**src/rtl/count_arbiter_if.sv**
```systemverilog
// count_arbiter_if: requester handshake plus shared counter connection for count_arbiter
interface count_arbiter_if #(
  parameter int NUM_REQ     = 4,
  parameter int COUNT_WIDTH = 8
);
  logic [NUM_REQ-1:0]     req;
  logic [NUM_REQ-1:0]     ack;
  logic [COUNT_WIDTH-1:0] value;
  logic                   wrap;
  logic                   busy;
  logic                   next;
  logic [COUNT_WIDTH-1:0] count;
  logic                   err;
  modport slave (input req, count, output ack, value, wrap, busy, next, err);
  modport master (output req, count, input ack, value, wrap, busy, next, err);
endinterface

```
**src/rtl/count_arbiter.sv**
```systemverilog
// count_arbiter: round-robin sharing of one edge-triggered event counter among requesters
module count_arbiter #(
  parameter int NUM_REQ     = 4,
  parameter int COUNT_WIDTH = 8
) (
  input logic            clk_i,
  input logic            rstn_i,
  count_arbiter_if.slave bus
);
  localparam int IW = $clog2(NUM_REQ);
  typedef enum logic [1:0] {IDLE, ISSUE, SETTLE} state_t;
  state_t                 state, state_n;
  logic [IW-1:0]          grant_idx, last, cand, win;
  logic                   found;
  logic [NUM_REQ-1:0]     elig, grant_oh, ack_q;
  logic [COUNT_WIDTH-1:0] expected_q, expected_n, value_q;
  logic                   wrap_q, busy_q, next_q, err_q;
  assign grant_oh   = NUM_REQ'(1) << grant_idx;
  assign expected_n = expected_q + COUNT_WIDTH'(1);
  assign elig       = bus.req & ~(state == SETTLE ? grant_oh : '0) & ~ack_q;
  // round-robin pick starting just after the last winner
  always_comb begin
    found = 1'b0;
    win   = '0;
    cand  = '0;
    for (int i = 1; i <= NUM_REQ; i++) begin
      cand = IW'((int'(last) + i) % NUM_REQ);
      if (!found && elig[cand]) begin
        found = 1'b1;
        win   = cand;
      end
    end
  end
  // ISSUE always lasts one cycle; IDLE and SETTLE both launch a new pulse when someone wins
  always_comb state_n = state == ISSUE ? SETTLE : (found ? ISSUE : IDLE);
  // state register
  always_ff @(posedge clk_i or negedge rstn_i) begin
    if (!rstn_i) state <= IDLE;
    else         state <= state_n;
  end
  // grant bookkeeping, registered outputs and the counter consistency check
  always_ff @(posedge clk_i or negedge rstn_i) begin
    if (!rstn_i) begin
      grant_idx  <= '0;
      last       <= IW'(NUM_REQ - 1);
      ack_q      <= '0;
      value_q    <= '0;
      wrap_q     <= 1'b0;
      busy_q     <= 1'b0;
      next_q     <= 1'b0;
      err_q      <= 1'b0;
      expected_q <= '0;
    end else begin
      if (state != ISSUE && found) begin
        grant_idx <= win;
        last      <= win;
      end
      next_q <= state_n == ISSUE;
      busy_q <= state_n != IDLE;
      ack_q  <= state == SETTLE ? grant_oh : '0;
      wrap_q <= state == SETTLE && bus.count == '0;
      if (state == SETTLE) begin
        value_q    <= bus.count;
        expected_q <= expected_n;
        if (bus.count != expected_n) err_q <= 1'b1;
      end
    end
  end
  assign bus.ack   = ack_q;
  assign bus.value = value_q;
  assign bus.wrap  = wrap_q;
  assign bus.busy  = busy_q;
  assign bus.next  = next_q;
  assign bus.err   = err_q;
endmodule

```
**src/flat_wrapper.sv**
```systemverilog
// flat-port wrapper written by rule: the top's interface ports become plain ports
module count_arbiter_flat 
#(
  parameter int NUM_REQ     = 4,
  parameter int COUNT_WIDTH = 8
)
  (clk_i, rstn_i, bus_req, bus_count, bus_ack, bus_value, bus_wrap, bus_busy, bus_next, bus_err);
  count_arbiter_if #(.NUM_REQ(NUM_REQ), .COUNT_WIDTH(COUNT_WIDTH)) bus_i ();
  input logic clk_i;
  input logic rstn_i;
  input wire logic [$bits(bus_i.req)-1:0] bus_req;
  input wire logic [$bits(bus_i.count)-1:0] bus_count;
  output wire logic [$bits(bus_i.ack)-1:0] bus_ack;
  output wire logic [$bits(bus_i.value)-1:0] bus_value;
  output wire logic [$bits(bus_i.wrap)-1:0] bus_wrap;
  output wire logic [$bits(bus_i.busy)-1:0] bus_busy;
  output wire logic [$bits(bus_i.next)-1:0] bus_next;
  output wire logic [$bits(bus_i.err)-1:0] bus_err;
  assign bus_i.req = bus_req;
  assign bus_i.count = bus_count;
  assign bus_ack = bus_i.ack;
  assign bus_value = bus_i.value;
  assign bus_wrap = bus_i.wrap;
  assign bus_busy = bus_i.busy;
  assign bus_next = bus_i.next;
  assign bus_err = bus_i.err;
  count_arbiter #(.NUM_REQ(NUM_REQ), .COUNT_WIDTH(COUNT_WIDTH)) u_core (.clk_i(clk_i), .rstn_i(rstn_i), .bus(bus_i));
endmodule
```
**config.mk**
```make
export PLATFORM = sky130hd
export DESIGN_NAME = count_arbiter_flat
export DESIGN_NICKNAME = d
export VERILOG_FILES = /design/src/rtl/count_arbiter_if.sv /design/src/rtl/count_arbiter.sv /design/src/flat_wrapper.sv
export SDC_FILE = /design/constraint.sdc
export NUM_CORES = 1
export LEC_CHECK = 0
export ABC_CLOCK_PERIOD_IN_PS = 2800
export CAP_MARGIN = 20
export CELL_PAD_IN_SITES_DETAIL_PLACEMENT = 0
export CELL_PAD_IN_SITES_GLOBAL_PLACEMENT = 1
export CORE_MARGIN = 3
export CORE_UTILIZATION = 41
export CTS_CLUSTER_SIZE = 40
export DETAILED_ROUTE_END_ITERATION = 7
export GPL_ROUTABILITY_DRIVEN = 0
export PLACE_DENSITY = 0.88
export SKIP_LAST_GASP = 1
export SYNTH_ARGS = -nofsm -noshare
export SYNTH_HDL_FRONTEND = slang
export SYNTH_SLANG_ARGS = --single-unit
```
**constraint.sdc**
```tcl
create_clock -name clk_i -period 2.8 [get_ports clk_i]
set_input_delay 0.42 -clock clk_i [delete_from_list [all_inputs] [get_ports clk_i]]
set_output_delay 0.42 -clock clk_i [all_outputs]
set_load 0.02 [all_outputs]
```
* Word-level counts from Yosys, hierarchy flattened
Cells that the tools add are included.
Storage, ports and cells: register bits 30, latch bits 0, memory bits (writable) 0, ROM bits 0, input bits 14, output and inout port bits 16, word-level logic and storage cells 59, memories 0
Operators by class: add/subtract/negate cells 5, multiply operators 0, divide/modulo/power cells 0, order comparisons 4, equal/unequal tests 5, shifts and indexed selects 1, multiplexer cells 19, bitwise operators 4, reduce and logical (&&, ||, !) cells 11
Operators by type and width (number):
- 2-bit by 3-bit less-than comparator with 1-bit output (second input constant) | 4
- 2-bit 2-to-1 mux | 5
- 1-bit 2-to-1 mux | 9
- 8-bit by 1-bit adder with 8-bit output (second input constant) | 1
- 4-bit bitwise AND | 2
- 1-bit binary-select mux with 2-bit select | 4
- 8-bit logical NOT | 1
- 8-bit != test | 1
- 4-bit inverter | 2
- 1-bit logical AND | 5
- 2-bit by 1-bit adder with 2-bit output (second input constant) | 2
- 2-bit adder (second input constant) | 2
- 2-bit by 1-bit == test with 1-bit output (second input constant) | 2
- 4-bit 2-to-1 mux | 1
- 1-bit by 2-bit left shift with 4-bit output (first input constant) | 1
- 1-bit logical NOT | 3
- 2-bit == test (second input constant) | 1
- 2-bit by 1-bit != test with 1-bit output (second input constant) | 1
- 2-bit AND reduction | 1
- 2-bit nonzero test | 1

* Depth between registers and ports, before layout
Gate-level depths: netlist of run 1.
word-level depth 20, gate-level depth with buffers 6, gate-level depth less buffers 6

* Worst setup path after synthesis of run 1
OpenSTA, ideal clock, no wires.
path type flip-flop to flip-flop, start point register u_core.state[0], end point register u_core.grant_idx[0], library setup time 119 ps, arrival time 1661 ps, data required time 2681 ps, setup slack 1020 ps, stages on the path, launching flop included 5, path buffers 0, period minus slack after synthesis 1780 ps, cells stage by stage dfrtp_1 > or4b_4 > o2bb2ai_2 > o32a_4 > o21a_1
On the way: cells in the longest elaborated chain, start to end 18, elaborated cells between the ends (all ways) 29, classes of those cells 2 x eq/ne; 17 x mux; 3 x bitwise; 7 x reduce/logical
RTL lines:
- start: declaration | line count_arbiter.sv:12 | state_t state, state_n;
- start signal: assignment | line count_arbiter.sv:39 | else state <= state_n;
- 2-bit == test | line count_arbiter.sv:20 | assign elig = bus.req & ~(state == SETTLE ? grant_oh : '0) & ~ack_q;
- 4-bit 2-to-1 mux | line count_arbiter.sv:20
- 4-bit inverter | line count_arbiter.sv:20
- 4-bit bitwise AND (2 in a row) | line count_arbiter.sv:20
- 1-bit binary-select mux with 2-bit select | line count_arbiter.sv:28 | if (!found && elig[cand]) begin
- 1-bit 2-to-1 mux (not written as such) | line count_arbiter.sv:28
- 1-bit 2-to-1 mux | line count_arbiter.sv:28
- 1-bit logical NOT | line count_arbiter.sv:28
- 1-bit logical AND | line count_arbiter.sv:28
- 1-bit 2-to-1 mux | line count_arbiter.sv:28
- 1-bit logical NOT | line count_arbiter.sv:28
- 1-bit logical AND | line count_arbiter.sv:28
- 1-bit 2-to-1 mux | line count_arbiter.sv:28
- 1-bit logical NOT | line count_arbiter.sv:28
- 1-bit logical AND | line count_arbiter.sv:28
- 1-bit 2-to-1 mux | line count_arbiter.sv:28
- 1-bit logical AND | line count_arbiter.sv:54 | if (state != ISSUE && found) begin
- end signal: assignment | line count_arbiter.sv:55 | grant_idx <= win;
- end: declaration | line count_arbiter.sv:13 | logic [IW-1:0] grant_idx, last, cand, win;
Several ways; a longest one is shown, not always the timed one. The select of a mux whose other input is x is not followed. A chain may end at the register's enable or synchronous reset.

==> results of run 1 <==
## routing by layer
layer | vias to the layer above | GRT usage [%]
li1 | 588 | -
met2 | 39 | 29.8
met5 | - | 0
met1 | 540 | 19.5
met4 | 0 | 5.44
met3 | 8 | 5.98
## per-stage QoR
stage | setup slack [ns] | utilization, % | power [mW]
floorplan | 1.02 | - | 1.17
global placement | 0.868 | 53.2 | 1.46
detailed placement | 0.761 | 53.2 | 1.48
CTS | 0.931 | 55.3 | 1.77
global route | 0.856 | 55.3 | 1.89
finish | 0.968 | 55.3 | 1.75
## worst reg2reg max path: stages (launching register included)
cell,delay [ns]
dfrtp_1,0.43
or4b_4,0.60
o2bb2ai_2,0.17
o32a_4,0.35
o21a_1,0.18
## state kept, by name, indices dropped and copies added (netlist names)
| signal | flops |
|---|---|
| u_core.bus.value | 8 |
| u_core.expected_q | 8 |
| u_core.bus.ack | 4 |
| u_core.grant_idx | 2 |
| u_core.last | 2 |
| u_core.state | 2 |
| u_core.bus.busy | 1 |
| u_core.bus.err | 1 |
| u_core.bus.wrap | 1 |
## power breakdown
part	internal (mW)	switching [mW]	leakage, nW
sequential	0.588	0.152	0.350
clock	0.145	0.140	0.0413
combinational	0.359	0.367	0.433
total	1.09	0.659	0.825
## worst max path at each step
stage                     slack (ns)                   end       startpoint  depth (start not counted)
final                           0.97              bus_next  u_core.state[0]                          1
after global routing            0.86  u_core.expected_q[7]  u_core.state[0]                          5
after CTS                       0.93              bus_next  u_core.state[0]                          1
after detailed placement        0.76        u_core.bus.err     bus_count[5]                          6
after global placement          0.87        u_core.bus.err     bus_count[5]                          6
after floorplan                 1.02   u_core.grant_idx[0]  u_core.state[0]                          4
## kinds of logic after synthesis
group | share of synthesized area, %
AOI/OAI and AO/OA | 12.4
xor gates and xnor gates | 9.62
adders and majority gates | 0.859
buffers and inverters | 2.58
DFF | 50.0
and+or+nand+nor | 24.6
## area by class of cell
cell class                      instances  area [um^2]
Clock buffer                            7         65.1
Clock inverter                          1         5.00
Fill cell                             290         1520
Inverter                                8         30.0
Multi-Input combinational cell        109          691
Sequential cell                        29          728
Tap cell                               46         57.6
Timing Repair Buffer                   30          298
## cells in the final DEF, fill, tap and decap left out, types with 2 or more instances in the layout
cell and n:
nand2b_1 3, o21ai_1 2, dfrtp_1 27, nand2_1 33
nand3_1 5, nor2b_1 3, xnor2_1 8, nor4_1 4
o21ai_0 4, clkbuf_4 5, inv_1 8, o22ai_1 2
nor2_1 7, clkbuf_8 2, nor3_1 4, clkdlybuf4s50_1 29
o21a_1 2, xor2_1 8, dfstp_2 2, a211oi_1 2
==> reports/metrics.yaml, run 1 <==
vias: 1175
synth.distinct_cells: 40
maxUsedRoutingLayer: "met4"
worstReg2RegEnd: "u_core.grant_idx[0]"
synthesis.nets: 163
path_buf_inv: 1
clock_latency_ns: 0.32
cts_buffers: 5
cp-start-kind: "register"
layout.nets: 198
critPathMaxStageDelay_ns: 0.64
io_buffers: 29
grt_max_degree: 30
drive_above_1_share_pct: 8.70
synth_most_common_cell: "nand2_1"
period_share_pct: 65.4
avgSynthCellArea_um2: 9.84
timing.fmax_mhz: 546
grt_usage_pct: 17.1
wl_met1_um: 1370
drt-initial-drc-count: 114
cts_tree: "built"
timing.final.hold_violations: 0
totalWireLength_um: 3210
cts_hold_buf: 0
start_util_pct: 43.0
finalSetupViolCount: 0
power.leakage_nw: 0.825
met2_length_um: 1590
grt_pass1_vias: 1183
cpMaxStageDelayCell: "clkdlybuf4s50_1"
clk_pin_slew_ns: 0.09
placed_cells: 222
syn_area_um2: 1460
yosys.area.top_type: "dfrtp_1"
fp.dieW_um: 65.6
worstRegToRegCells: 4
required_ns: 2.38
finalInstanceArea_um2: 1870
place_area_um2: 1800
synth_edf_count: 0
grt.overflow.total: 0
synthArstFlopShare_pct: 100
max-cap-violations: 0
syn2layout_area_growth_pct: 28.7
rsz0062_at_grt: "no"
wl_per_cell_um: 14.0
fin_setup_tns_ns: 0
drc: 0
ys_seq_area_share_pct: 50.0
cp_max_fo: 7
firstDrtPassIters: 4
postCtsSetupBuffers: 0
holdWs_ns: 0.476
grt_antenna_before_repair: 0
yosys_register_bits: 29
hp-class: "in2async"
slew_headroom_pct: 45.6
synth_area_leaders: "dfrtp_1 46%, nand2_1 8.5%, xnor2_1 4.8%"
worstPathCellList: "clkdlybuf4s50_1"
chipHeight_um: 65.6
cts_max_level: 2
wl_met3_um: 193
cp-end-kind: "output port"
cts_root_buf: "clkbuf_4"
fin_cells: 230
dieArea_um2: 4300
finalCriticalPeriod_ns: 1.83
rrSetupSlack_ns: 0.98
netlist_instances: 148
clk_path_buf_depth: 2
slew_violations: 0
worstReg2RegStart: "u_core.grant_idx[0]"
skew_ns: 0.00700
worst_pin_slew_ns: 0.814
coreArea_um2: 3390
cts_resized: 0
grt_pass1_wl_um: 5560
dp_hpwl_um: 2390
irDropWorstVdd_mv: 0.373
synth_common_cells: "33 x nand2_1, 27 x dfrtp_1, 8 x inv_1, 8 x xnor2_1, 8 x xor2_1"
status: "finished clean"
crit_family: "buffers and inverters"
placementRows: 21
ant_nets: 0
path_class: "reg2out"
io_pins: 30
ys_warn_count: 0
clock_sinks: 29
arrival_ns: 1.41
diodes: 0
ys.flop_type: "dfrtp_1"
synth_top_area_share_pct: 46.4
drt-vias-per-instance: 5.11
power.density_nw_per_um2: 934
No activity file was read; power rests on OpenSTA's default activity.
==> run 2: changes to the inputs <==
- ABC_CLOCK_PERIOD_IN_PS: 2800 -> 1800
- CORE_UTILIZATION: 41 -> 38
- PLACE_DENSITY: 0.88 -> 0.83
- clock period: 2.8 -> 1.8 ns (I/O delays scaled with it)
==> run 2 against run 1 <==
The run now ends with setup timing left. Register-to-register slack worse by 0.99 ns. Critical endpoint is now u_core.grant_idx[0]. Final area up 8.3%. First-iteration DRC count down 48%.
==> reports/metrics.yaml, run 2 (synthesized netlist as in run 1, its figures left out) <==
firstDrtPassIters: 4  # unchanged
fp.dieW_um: 67.9  # +3.5%
io_buffers: 29  # unchanged
slew_violations: 0  # unchanged
period_share_pct: 101
io_pins: 30  # unchanged
holdWs_ns: 0.380  # -0.0956 ns
clock_sinks: 29  # unchanged
layout_common_cells: "33 x nand2_1, 29 x clkdlybuf4s50_1, 27 x dfrtp_1"
power.leakage_nw: 0.908  # +10%
nFillCells: 327  # +13%
worst_slack_ns: -0.0108  # -0.979 ns
fin_cells: 244  # +6.1%
violations: "setup timing"
hp-class: "in2async"
coreArea_um2: 3520  # +3.9%
crit_cells: 4  # +3
drt-initial-drc-count: 59  # -48%
cp-end-kind: "register"
start_util_pct: 41.4  # -1.6 points
grt_pass1_wl_um: 5820  # +4.6%
dp_slack_ns: -0.0437  # -0.805 ns
worstRegToRegCells: 4  # unchanged
cp-start-kind: "register"
chipHeight_um: 67.9  # +3.5%
totalWireLength_um: 3480  # +8.5%
grt_usage_pct: 17.1  # -0.049 points
critPathMaxStageDelay_ns: 0.61  # -0.03 ns
syn2layout_area_growth_pct: 39.4
rsz0062_at_grt: "yes"
path_buf_inv: 0  # -1
rrSetupSlack_ns: -0.01  # -0.99 ns
drive_above_1_share_pct: 16.2  # +7.5 points
final_common_cell: "nand2_1"
grt_antenna_before_repair: 0  # unchanged
slew_headroom_pct: 70.1  # +24 points
crit_family: "compound AO/OA/AOI/OAI gates"
cts_max_level: 2  # unchanged
wl_per_cell_um: 14.3  # +2.2%
worstPathCellList: "or4b_4, o2bb2ai_4, o32a_4, o21a_1"
grt_pass1_vias: 1282  # +8.4%
finalCriticalPeriod_ns: 1.81
max-cap-violations: 0  # unchanged
worstReg2RegStart: "u_core.grant_idx[1]"
dieArea_um2: 4610  # +7.2%
vias: 1266  # +7.7%
timing.final.hold_violations: 0  # unchanged
clk_pin_slew_ns: 0.06  # -0.03 ns
skew_ns: 0.00143  # -0.00558 ns
worstReg2RegEnd: "u_core.grant_idx[0]"
grt.overflow.total: 0  # unchanged
dp_hpwl_um: 2570  # +7.3%
cts_buffers: 5  # unchanged
status: "finished with violations"
irDropWorstVdd_mv: 0.784  # +110%
path_class: "reg2reg"
layout.nets: 212  # +7.1%
required_ns: 1.97  # -0.41 ns
drt-vias-per-instance: 5.19  # +1.6%
cpMaxStageDelayCell: "or4b_4"
cp-startpoint: "u_core.grant_idx[1]"
total_power_mw: 3.01  # +72%
diodes: 0  # unchanged
worst_pin_slew_ns: 0.448  # -0.366 ns
finalSetupViolCount: 2  # +2
cts_tree: "built"
finalInstanceArea_um2: 2030  # +8.3%
clock_latency_ns: 0.28  # -0.04 ns
drc: 0  # unchanged
timing.fmax_mhz: 552
place_area_um2: 1890  # +4.6%
cts_root_buf: "clkbuf_8"
power.density_nw_per_um2: 1480  # +59%
grt_max_degree: 30  # unchanged
cp_max_fo: 6  # -1
arrival_ns: 1.98  # +0.57 ns
clk_path_buf_depth: 2  # unchanged
placed_cells: 233  # +5.0%
ant_nets: 0  # unchanged
placementRows: 21  # unchanged
run 2: cell types whose count changed in the layout (fill, tap and decap cells not counted), sizes merged:
cell	previous run	this run
buf	1	15
run 2: repair_timing:
item / in CTS / in global routing
pin swaps: 0 / 3
hold buffers: 0 / 0
gates resized for setup: 1 / 2
setup buffers: 0 / 3
hold endpoints to repair: 0 / 0
endpoints found under the setup margin: 2 / 5
run 2: worst reg2reg max path, cell delays in order (launching register included):
cell and delay, ns:
dfrtp_1 0.41, or4b_4 0.61, o2bb2ai_4 0.16, o32a_4 0.35
o21a_1 0.17
run 2: stage by stage:
stage	utilization, %	TNS [ns]
after CTS	56.6	0
final	57.7	-0.0179
after floorplan	-	0
after global routing	57.7	-0.154
after global placement	53.6	0
after detailed placement	53.6	-0.0777
run 2: cell type report:
class	instances	area, um^2	share of cell area, %
Clock inverter	1	5.00	0.246
Inverter	8	30.0	1.48
Clock buffer	7	96.3	4.74
Multi-Input combinational cell	109	711	35.0
Tap cell	46	57.6	2.83
Timing Repair Buffer	44	403	19.8
Sequential cell	29	728	35.9
run 2: report_power, final:
part           internal, mW  switching [mW]
Clock                 0.345           0.235
Combinational         0.661           0.657
Sequential            0.918           0.197
run 2: worst max path at each step:
| stage | end |
|---|---|
| final | u_core.grant_idx[0] |
| after global routing | u_core.grant_idx[0] |
| after CTS | u_core.grant_idx[0] |
| after detailed placement | u_core.last[0] |
| after global placement | u_core.grant_idx[0] |
| after floorplan | u_core.grant_idx[0] |
run 2: per-layer routing:
layer,GRT usage (%),part of all wire [%],vias up
li1,-,-,611
met2,29.8,50,36
met4,9.43,3.2,0
met1,19.0,42,606
met5,0,0,-
met3,4.11,5.0,13
